<file path="src/rtl/hazard_ctrl.sv">
// rtl/hazard_ctrl.sv - load-use stall and taken-branch flush controller
// with saturating stall/flush event counters.
module hazard_ctrl #(
  parameter int FLUSH_CYCLES = 1,
  parameter int CNT_W        = 32
) (
  input  logic             clk,
  input  logic             reset,
  input  logic             ID_EX_MemRead,
  input  logic [4:0]       ID_EX_rd,
  input  logic [4:0]       IF_ID_rs1,
  input  logic [4:0]       IF_ID_rs2,
  input  logic             IF_ID_Uses_rs2,
  input  logic             Branch_Taken,
  output logic             PC_Write,
  output logic             IF_ID_Write,
  output logic             Ctrl_Bubble,
  output logic             Flush,
  output logic             Flush_Active,
  output logic [CNT_W-1:0] Stall_Count,
  output logic [CNT_W-1:0] Flush_Count
);

  typedef enum logic {RUN, FLUSH} state_t;

  localparam logic [2:0]       FLUSH_LOAD = 3'(FLUSH_CYCLES - 1);
  localparam logic [CNT_W-1:0] CNT_ONE    = CNT_W'(1);

  state_t     state_q, state_d;
  logic [2:0] fcnt_q, fcnt_d;
  logic       flush_d;
  logic       hz;
  logic       stall_inc, flush_inc;

  assign hz = ID_EX_MemRead && (ID_EX_rd != 5'd0) &&
              ((ID_EX_rd == IF_ID_rs1) ||
               (IF_ID_Uses_rs2 && (ID_EX_rd == IF_ID_rs2)));

  assign Flush_Active = (state_q == FLUSH);

  always_comb begin
    state_d     = state_q;
    fcnt_d      = fcnt_q;
    flush_d     = 1'b0;
    PC_Write    = 1'b1;
    IF_ID_Write = 1'b1;
    Ctrl_Bubble = 1'b0;
    stall_inc   = 1'b0;
    flush_inc   = 1'b0;
    case (state_q)
      RUN: begin
        // A taken branch squashes the stalled instruction anyway, so it wins.
        if (Branch_Taken) begin
          state_d   = FLUSH;
          fcnt_d    = FLUSH_LOAD;
          flush_d   = 1'b1;
          flush_inc = 1'b1;
        end else if (hz && !reset) begin
          PC_Write    = 1'b0;
          IF_ID_Write = 1'b0;
          Ctrl_Bubble = 1'b1;
          stall_inc   = 1'b1;
        end
      end
      FLUSH: begin
        if (fcnt_q == 3'd0) begin
          state_d = RUN;
        end else begin
          fcnt_d  = fcnt_q - 3'd1;
          flush_d = 1'b1;
        end
      end
      default: state_d = RUN;
    endcase
  end

  always_ff @(posedge clk) begin
    if (reset) begin
      state_q     <= RUN;
      fcnt_q      <= 3'd0;
      Flush       <= 1'b0;
      Stall_Count <= '0;
      Flush_Count <= '0;
    end else begin
      state_q <= state_d;
      fcnt_q  <= fcnt_d;
      Flush   <= flush_d;
      if (stall_inc && (Stall_Count != '1)) Stall_Count <= Stall_Count + CNT_ONE;
      if (flush_inc && (Flush_Count != '1)) Flush_Count <= Flush_Count + CNT_ONE;
    end
  end

endmodule
</file>
<file path="config.mk">
export PLATFORM = sky130hd
export DESIGN_NAME = hazard_ctrl
export DESIGN_NICKNAME = d
export VERILOG_FILES = /design/src/rtl/hazard_ctrl.sv
export SDC_FILE = /design/constraint.sdc
export NUM_CORES = 1
export LEC_CHECK = 0
export CORE_ASPECT_RATIO = 0.9
export CORE_MARGIN = 2
export CORE_UTILIZATION = 40
export DETAILED_ROUTE_END_ITERATION = 16
export HOLD_SLACK_MARGIN = 0.03
export PLACE_DENSITY_LB_ADDON = 0.15
export SYNTH_ARGS = -nofsm -noshare
export SYNTH_HDL_FRONTEND = slang
export SYNTH_SLANG_ARGS = --single-unit
</file>
<file path="constraint.sdc">
create_clock -name clk -period 4.3 [get_ports clk]
set_clock_uncertainty 0.2 [all_clocks]
set_input_delay 0.86 -clock clk [delete_from_list [all_inputs] [get_ports clk]]
set_output_delay 0.86 -clock clk [all_outputs]
set_load 0.005 [all_outputs]
</file>
==> qor.yml, run 1 <==
clock_network:
  clockBufferDepth: 2
  ctsHoldBuffers: 0
  cts_max_level: 3
  cts_buffers: 9
  post_cts_resized: 0
  cts_sinks: 68
  cts.clk_slew.worst_paths_ps: 70
  root_buffer: "clkbuf_8"
  cts_tree: "done"
  clock_latency_ps: 340
  post-cts-setup-buffers: 0
floorplanning:
  die_area_um2: 9620
  die_x_um: 103
  die_h_um: 93.2
  initial_core_util_pct: 41.3
  boundaryPins: 89
  fp-row-count: 32
  fp.coreArea_um2: 8570
placement:
  hpwl_um: 6270
  post-place-cells: 612
  port_buffers: 88
  routabilityCongestion: 0.804
pwr:
  irDropWorstVdd_uv: 169
  clock_power_share_pct: 43.5
  power.density_nw_per_um2: 263
  p_leak_uw: 0.00154
  pwr-share-comb_pct: 5.1
  p_sw_uw: 274
  internal_power_uw: 962
  p_sw_share_pct: 22.2
  total_power_uw: 1240
  seq_power_share_pct: 51.4
worst_setup_path:
  cpPeakStageDelay_ps: 590
  end_kind: "output pin"
  path_buf_inv: 3
  cp-start-kind: "input port"
  path_class: "input port to output pin"
  cp_slowest_cell: "clkdlybuf4s50_1"
  cp.arrival_ps: 2930
  cp_common_cell: "clkdlybuf4s50_1"
  path_cells: "clkdlybuf4s50_1 -> xnor2_1 -> nand3_1 -> nor3_1 -> o221ai_4 -> inv_1 -> clkdlybuf4s50_1"
  crit_family: "buffers and inverters"
  cp_max_fo: 12
  cp_data_required_time_ps: 3240
timing:
  worst_slew_pin_slew_ps: 795
  drv_slew: 0
  slew_headroom_pct: 47.0
  rsz0062_at_grt: "no"
  timing.setup.tns_ps: 0
  hold_viol: 0
  timing.final.crit_share_pct: 92.9
  setup-violations-final: 0
  fmax_ghz: 0.250
  period_needed_ps: 3990
grt:
  antenna_found_initial: 0
  gr-total-overflow: 0
  grt_usage_pct: 18.9
  grt_max_degree: 79
  grt_pass1_vias: 3021
  grt_pass1_wl_um: 14400
route:
  drt_iter0_markers: 110
  wl_per_cell_um: 14.2
  drc_errors: 0
  num_vias: 3312
  wirelength_um: 8900
  ant_nets: 0
  viasPerCell: 5.27
  dr.pass1.iters: 4
synthesis:
  synth-seq-cells: 68
  ys_seq_area_share_pct: 38.5
  synth-edff-count: 0
  netlist_area_um2: 3540
  synth_nets: 449
  async_flop_share_pct: 0
  synth_flop_cell: "dfxtp_1"
  yosysWarnings: 0
  synthCells: 425
  syn_area_per_cell_um2: 8.33
  synth.distinct_cells: 45
cells_and_area:
  n_fill_cell: 818
  insertedDiodeCount: 0
  area_growth_pct: 32.7
  layout-drive-gt1-share_pct: 7.07
  final_util_pct: 54.8
  layout_common_cells: "87 x clkdlybuf4s50_1, 68 x dfxtp_1, 53 x nor2_1"
  final_common_cell: "clkdlybuf4s50_1"
  layout.cells.non_filler: 628
  nets: 528
min_path:
  hp-class: "flop to flop"
status:
  run_status: "finished, final reports clean"
flow_run:
  cap_violations: 0
[flip-flops by register name, summed over array words and instances, names as in the netlist]
signal and count:
fcnt_q 3, Stall_Count 32, Flush_Active 1, Flush_Count 32
[final timing paths]
kind	startpoint	to	slack (ps)	cells after the start
worst max-delay path	ID_EX_rd[0]	Ctrl_Bubble	310	7
worst min register to register	fcnt_q[2]$_SDFFE_PP0P_	fcnt_q[2]$_SDFFE_PP0P_	290	2
worst max register to register	Stall_Count[0]$_SDFFE_PP0P_	Stall_Count[25]$_SDFFE_PP0P_	1660	8
worst min-delay path	fcnt_q[2]$_SDFFE_PP0P_	fcnt_q[2]$_SDFFE_PP0P_	290	2
[stage by stage]
step / setup slack (ps) / hold slack [ps] / area [µm²]
after floorplan: 1090 / 254 / 3540
final: 306 / 292 / 4700
after global placement: 331 / 268 / 4490
after global routing: 207 / 320 / 4700
after detailed placement: 277 / 277 / 4490
after CTS: 275 / 296 / 4700
[cells in the mapped netlist (all sizes together) (3+ instances only)]
cell type / n / share of area, %
and3: 10 / 1.8
a21oi: 25 / 3.5
nand3: 22 / 3.1
nand4: 27 / 4.9
o31ai: 5 / 1.1
and4: 12 / 3.0
and2: 5 / 0.88
nand2: 19 / 2.1
or4: 6 / 1.3
nor3: 7 / 0.99
buf: 13 / 2.1
xor2: 24 / 5.9
nor4: 12 / 2.7
or3: 19 / 3.4
inv: 10 / 1.1
nor2: 53 / 5.6
clkbuf: 12 / 1.3
nand2b: 3 / 0.53
xnor2: 15 / 3.7
o21ai: 19 / 2.7
nor2b: 10 / 1.8
ha: 4 / 1.4
mux2: 6 / 1.9
dfxtp: 68 / 38
[cell families (layout without fill, tap and decap cells)]
kind of cell | Yosys count | count (layout) | synth area share (%)
simple gates | 211 | 211 | 33.5
flops | 68 | 68 | 38.5
compound gates | 61 | 61 | 10.4
xor+xnor | 39 | 39 | 9.65
buf+inv | 35 | 119 | 4.45
mux | 7 | 7 | 2.19
fa+ha+maj | 4 | 4 | 1.41
[layer usage]
| layer | GRT usage (%) | share of wire (%) |
|---|---|---|
| met4 | 6.47 | 1.2 |
| met5 | 0 | 0 |
| met2 | 28.6 | 44 |
| met3 | 4.93 | 4.8 |
| met1 | 26.1 | 50 |
[power by group through the flow]
stage	combinational [µW]	sequential (µW)	clock, µW
after detailed placement	62.9	650	0
final	62.6	636	538
after global placement	61.1	650	0
after global routing	68.0	636	587
after floorplan	28.5	650	0
after CTS	63.4	635	555
[worst reg2reg max path, stage by stage (launching register included)]
cell     delay [ps]
dfxtp_1         360
ha_1            230
nand3_1         180
nor2_1           60
buf_4           170
nand4_1         530
nand3_1         240
or4_1           450
a21oi_1         150
[final cells by class]
cell class,count,area (µm²),area share (%)
Clock buffer,12,155,3.30
Tap cell,119,149,3.17
Inverter,10,37.5,0.799
Sequential cell,68,1360,29.0
Clock inverter,4,47.5,1.01
Timing Repair Buffer,93,913,19.5
Multi-Input combinational cell,322,2030,43.3
Note: power is estimated with default switching activity, not from simulation.
==> run 2: changes to the inputs <==
Settings changed: PLACE_DENSITY_LB_ADDON 0.15 to 0.2.
==> run 2 against run 1 <==
- first-iteration DRC count decreased by 8.2%
- final area is 0.85% higher
- flip-flop and latch count unchanged
- fmax decreased by 0.68%
- clock-buffer cell count did not move
- power is 9.8% higher
- via count increased by 0.82%
- combinational power down 1%
- sequential share of layout area shrank 0.25 points
- cell count fell by 0.16%
- register-to-register slack worse by 80 ps
- critical path type unchanged
- critical endpoint is now PC_Write
- largest cell class unchanged
==> qor.yml, run 2 (synthesis results as in run 1) <==
status:
  run_status: "finished, final reports clean"  # unchanged
pwr:
  clock_power_share_pct: 48.6  # was 43.5%
  p_sw_uw: 277  # was 274 µW
  p_sw_share_pct: 20.4  # was 22.2%
  seq_power_share_pct: 46.8  # was 51.4%
  power.density_nw_per_um2: 287  # was 263 nW/µm²
  irDropWorstVdd_uv: 151  # was 169 µV
  p_leak_uw: 0.00156  # was 0.00154 µW
  internal_power_uw: 1080  # was 962 µW
  total_power_uw: 1360  # was 1240 µW
  pwr-share-comb_pct: 4.6  # was 5.1%
worst_setup_path:
  end_kind: "output pin"  # unchanged
  cp.arrival_ps: 2960  # was 2930 ps
  cp_data_required_time_ps: 3240  # about the same
  crit_family: "buffers and inverters"  # unchanged
  path_class: "input port to output pin"  # unchanged
  cpPeakStageDelay_ps: 620  # was 590 ps
  path_buf_inv: 2  # was 3
  path_cells: "clkdlybuf4s50_1 -> or4_1 -> o221ai_4 -> clkdlybuf4s50_1"  # was clkdlybuf4s50_1 -> xnor2_1 -> nand3_1 -> nor3_1 -> o221ai_4 -> inv_1 -> clkdlybuf4s50_1
  cp-start-kind: "input port"  # unchanged
  cp_common_cell: "clkdlybuf4s50_1"  # unchanged
  cp_slowest_cell: "or4_1"  # was clkdlybuf4s50_1
  cp_max_fo: 12  # unchanged
placement:
  port_buffers: 88  # unchanged
  routabilityCongestion: 0.864  # was 0.804
  post-place-cells: 611  # was 612
  hpwl_um: 6080  # was 6270 µm
timing:
  drv_slew: 0  # unchanged
  timing.setup.tns_ps: 0  # unchanged
  rsz0062_at_grt: "no"  # unchanged
  setup-violations-final: 0  # unchanged
  worst_slew_pin_slew_ps: 787  # was 795 ps
  timing.final.crit_share_pct: 93.5  # was 92.9%
  fmax_ghz: 0.249  # was 0.250 GHz
  slew_headroom_pct: 47.5  # was 47.0%
  period_needed_ps: 4020  # was 3990 ps
  hold_viol: 0  # unchanged
route:
  ant_nets: 0  # unchanged
  drc_errors: 0  # unchanged
  num_vias: 3339  # was 3312
  wirelength_um: 8780  # was 8900 µm
  viasPerCell: 5.33  # was 5.27
  dr.pass1.iters: 6  # was 4
  drt_iter0_markers: 101  # was 110
  wl_per_cell_um: 14.0  # was 14.2 µm
clock_network:
  ctsHoldBuffers: 0  # unchanged
  root_buffer: "clkbuf_8"  # unchanged
  cts.clk_slew.worst_paths_ps: 70  # about the same
  cts_tree: "done"  # unchanged
  cts_sinks: 68  # unchanged
  post_cts_resized: 0  # unchanged
  clockBufferDepth: 2  # unchanged
  cts_buffers: 9  # unchanged
  cts_max_level: 3  # unchanged
  post-cts-setup-buffers: 0  # unchanged
  clock_latency_ps: 340  # about the same
min_path:
  hp-class: "flop to flop"  # unchanged
grt:
  antenna_found_initial: 0  # unchanged
  busiest_layer: "met2"  # unchanged
  grt_usage_pct: 18.4  # was 18.9%
  grt_pass1_vias: 2942  # was 3021
  grt_max_degree: 79  # unchanged
  met3_usage_pct: 5.38  # was 4.93%
  gr-total-overflow: 0  # unchanged
  use_met1_pct: 25.6  # was 26.1%
  grt_pass1_wl_um: 14000  # was 14400 µm
  grt_util_met2_pct: 27.5  # was 28.6%
floorplanning:
  initial_core_util_pct: 41.3  # unchanged
  fp.coreArea_um2: 8570  # unchanged
  die_h_um: 93.2  # unchanged
  die_area_um2: 9620  # unchanged
  fp-row-count: 32  # unchanged
  die_x_um: 103  # unchanged
  boundaryPins: 89  # unchanged
cells_and_area:
  layout.cells.non_filler: 627  # was 628
  layout_common_cells: "87 x clkdlybuf4s50_1, 68 x dfxtp_1, 53 x nor2_1"  # unchanged
  insertedDiodeCount: 0  # unchanged
  nets: 527  # was 528
  n_fill_cell: 814  # was 818
  layout-drive-gt1-share_pct: 6.89  # was 7.07%
  reg_top3: "Flush_Count (32), Stall_Count (32), fcnt_q (3)"  # unchanged
  multiInputGateArea_um2: 2030  # unchanged
  final_common_cell: "clkdlybuf4s50_1"  # unchanged
  area_growth_pct: 33.8  # was 32.7%
  final_util_pct: 55.3  # was 54.8%
  final-seq-area_um2: 1360  # unchanged
flow_run:
  cap_violations: 0  # unchanged
-- run 2: final timing paths --
check | from | end | slack (ps) | depth (start not counted)
hold reg to reg | fcnt_q[2]$_SDFFE_PP0P_ | fcnt_q[2]$_SDFFE_PP0P_ | 290 | 2
hold / removal | fcnt_q[2]$_SDFFE_PP0P_ | fcnt_q[2]$_SDFFE_PP0P_ | 290 | 2
setup / recovery | ID_EX_rd[1] | PC_Write | 280 | 4
setup reg to reg | Stall_Count[24]$_SDFFE_PP0P_ | Stall_Count[25]$_SDFFE_PP0P_ | 1580 | 6
-- run 2: power by group through the flow --
stage          logic (µW)  registers [µW]  clock network (µW)
3_5_place_dp         61.8             650                   0
2_1_floorplan        28.5             650                   0
5_1_grt              67.5             636                 703
3_3_place_gp         60.7             650                   0
6_report             61.9             636                 661
4_1_cts              62.3             635                 674
-- run 2: worst min-delay path: stages (launching register included) --
cell and delay [ps]:
dfxtp_1 330, a21oi_1 60, nor2_1 70
-- run 2: through the flow --
stage | hold slack, ps | area (µm²) | worst slack (ps)
5_1_grt | 334 | 4740 | 188
2_1_floorplan | 254 | 3540 | 1090
3_3_place_gp | 264 | 4490 | 326
6_report | 291 | 4740 | 278
4_1_cts | 298 | 4740 | 277
3_5_place_dp | 281 | 4490 | 279
-- run 2: cell type report --
| cell class | count | share of cell area, % |
|---|---|---|
| Multi-Input combinational cell | 322 | 42.9 |
| Clock buffer | 12 | 3.28 |
| Clock inverter | 4 | 2.01 |
| Tap cell | 119 | 3.14 |
| Inverter | 10 | 0.793 |
| Timing Repair Buffer | 92 | 19.1 |
| Sequential cell | 68 | 28.7 |
-- run 2: layer usage --
layer,vias to the layer above,wire [µm]
met1,1548,4280
met5,-,0
met3,6,609
met4,0,72
met2,89,3820
li1,1696,-
==> run 3: changes to the inputs <==
--- a/config.mk
+++ b/config.mk
@@ -7,2 +7,3 @@
 export LEC_CHECK = 0
+export ABC_CLOCK_PERIOD_IN_PS = 4300
 export CORE_ASPECT_RATIO = 0.9
@@ -13,2 +14,3 @@
 export PLACE_DENSITY_LB_ADDON = 0.2
+export RECOVER_POWER = 25
 export SYNTH_ARGS = -nofsm -noshare
--- a/constraint.sdc
+++ b/constraint.sdc
@@ -4,2 +4,2 @@
 set_output_delay 0.86 -clock clk [all_outputs]
-set_load 0.005 [all_outputs]
+set_load 0.05 [all_outputs]
==> run 3 against run 2 <==
- via count grew 0.30%
- fmax rose by 6.2%
- cell count rose by 0.16%
- largest power group is now registers
==> qor.yml, run 3 (synthesis results as in run 1) <==
status:
  run_status: "finished, final reports clean"  # unchanged
grt:
  grt_max_degree: 79  # unchanged
  grt_pass1_vias: 2954  # was 2942
  gr-total-overflow: 0  # unchanged
  antenna_found_initial: 0  # unchanged
  grt_pass1_wl_um: 14100  # was 14000 µm
  grt_usage_pct: 18.4  # about the same
floorplanning:
  die_x_um: 103  # unchanged
  die_h_um: 93.2  # unchanged
  die_area_um2: 9620  # unchanged
  boundaryPins: 89  # unchanged
  initial_core_util_pct: 41.3  # unchanged
  fp-row-count: 32  # unchanged
  fp.coreArea_um2: 8570  # unchanged
worst_setup_path:
  end_kind: "output pin"  # unchanged
  worstRegToRegCells: 6  # unchanged
  cp.arrival_ps: 2730  # was 2960 ps
  reg2reg_to: "Flush_Count[0]$_SDFFE_PP0P_"  # was Stall_Count[25]$_SDFFE_PP0P_
  cp_max_fo: 12  # unchanged
  path_class: "input port to output pin"  # unchanged
  cp-start-kind: "input port"  # unchanged
  timing.rr.start: "Flush_Count[19]$_SDFFE_PP0P_"  # was Stall_Count[24]$_SDFFE_PP0P_
  r2r_slack_ps: 1570  # was 1580 ps
  cp_data_required_time_ps: 3240  # about the same
clock_network:
  cts_sinks: 68  # unchanged
  post_cts_resized: 0  # unchanged
  cts.clk_slew.worst_paths_ps: 60  # was 70 ps
  clockBufferDepth: 2  # unchanged
  root_buffer: "clkbuf_8"  # unchanged
  cts_buffers: 9  # unchanged
  post-cts-setup-buffers: 0  # unchanged
  clock_latency_ps: 350  # was 340 ps
  cts_tree: "done"  # unchanged
  cts_max_level: 3  # unchanged
  ctsHoldBuffers: 0  # unchanged
route:
  ant_nets: 0  # unchanged
  wl_per_cell_um: 14.1  # was 14.0 µm
  dr.pass1.iters: 4  # was 6
  num_vias: 3349  # was 3339
  viasPerCell: 5.33  # about the same
  drt_iter0_markers: 156  # was 101
  wirelength_um: 8830  # was 8780 µm
  drc_errors: 0  # unchanged
timing:
  holdWs_ps: 287  # was 291 ps
  timing.final.crit_share_pct: 88.1  # was 93.5%
  hold_viol: 0  # unchanged
  rsz0062_at_grt: "no"  # unchanged
  timing.setup.tns_ps: 0  # unchanged
  period_needed_ps: 3790  # was 4020 ps
  setup-violations-final: 0  # unchanged
  drv_slew: 0  # unchanged
  slew_headroom_pct: 49.6  # was 47.5%
  fmax_ghz: 0.264  # was 0.249 GHz
  worst_slew_pin_slew_ps: 749  # was 787 ps
cells_and_area:
  layout.cells.non_filler: 628  # was 627
  layout-drive-gt1-share_pct: 7.66  # was 6.89%
  final_cell_area_um2: 4690  # was 4740 µm²
  nets: 528  # was 527
  final_common_cell: "dfxtp_1"  # was clkdlybuf4s50_1
  area_growth_pct: 32.6  # was 33.8%
  reg_top3: "Flush_Count (32), Stall_Count (32), fcnt_q (3)"  # unchanged
  insertedDiodeCount: 0  # unchanged
  final_util_pct: 54.8  # was 55.3%
  layout_common_cells: "68 x dfxtp_1, 67 x clkdlybuf4s50_1, 53 x nor2_1"  # was 87 x clkdlybuf4s50_1, 68 x dfxtp_1, 53 x nor2_1
placement:
  routabilityCongestion: 0.779  # was 0.864
  post-place-cells: 612  # was 611
  hpwl_um: 6150  # was 6080 µm
  port_buffers: 88  # unchanged
  placed_area_um2: 4510  # was 4490 µm²
pwr:
  p_leak_uw: 0.00159  # was 0.00156 µW
  power.density_nw_per_um2: 262  # was 287 nW/µm²
  clock_power_share_pct: 42.4  # was 48.6%
  pwr-share-comb_pct: 5.9  # was 4.6%
  internal_power_uw: 936  # was 1080 µW
  p_sw_share_pct: 23.8  # was 20.4%
  seq_power_share_pct: 51.7  # was 46.8%
  p_sw_uw: 293  # was 277 µW
  irDropWorstVdd_uv: 135  # was 151 µV
min_path:
  holdCritStartpoint: "fcnt_q[2]$_SDFFE_PP0P_"  # unchanged
  hold_path_depth: 2  # unchanged
  whs_endpoint: "fcnt_q[2]$_SDFFE_PP0P_"  # unchanged
  hp-class: "flop to flop"  # unchanged
flow_run:
  cap_violations: 0  # unchanged
run 3: cell count changes in the layout (fill, tap and decap cells not counted), moves of 2 or more:
cell             previous run  this run
buf_12                      0         2
buf_4                       4         6
bufinv_16                   3         0
clkbuf_8                   11        13
clkdlybuf4s50_1            87        67
dlygate4sd3_1               0        17
run 3: layout make-up:
type                       count  area [µm²]
multi-input combinational    322        2020
fill                         815        3870
clock inverter                 3        18.8
tap                          119         149
sequential                    68        1360
clock buffer                  13         179
inverter                      10        37.5
timing repair buffer          93         931
run 3: worst max path at each step:
stage	from	end	slack, ps
floorplan	ID_EX_rd[1]	Ctrl_Bubble	770
global placement	ID_EX_rd[1]	Ctrl_Bubble	550
detailed placement	ID_EX_rd[1]	Ctrl_Bubble	520
CTS	ID_EX_rd[1]	Ctrl_Bubble	510
global route	ID_EX_rd[0]	Ctrl_Bubble	440
finish	ID_EX_rd[1]	Ctrl_Bubble	510
run 3: metrics by stage:
step	total power, µW	setup slack [ps]
floorplan	689	767
global placement	722	550
detailed placement	723	516
CTS	1240	514
global route	1270	435
finish	1230	513
run 3: power by group through the flow:
| stage | combinational (µW) | clock, µW | sequential (µW) |
|---|---|---|---|
| floorplan | 31.0 | 0 | 658 |
| global placement | 72.7 | 0 | 650 |
| detailed placement | 72.8 | 0 | 650 |
| CTS | 73.3 | 531 | 635 |
| global route | 77.9 | 555 | 636 |
| finish | 72.5 | 521 | 635 |
run 3: critical path, cell delays in order:
cell and delay [ps]:
clkdlybuf4s50_1 470, or4_1 600, o221ai_4 460, inv_1 160, buf_12 180
run 3: per-layer routing:
metal	track usage [%]	vias up	share of wire, %
met2	27.0	100	42
met3	3.81	13	6.4
met4	6.14	0	1.3
li1	-	1692	-
met5	0	-	0
met1	26.7	1544	50
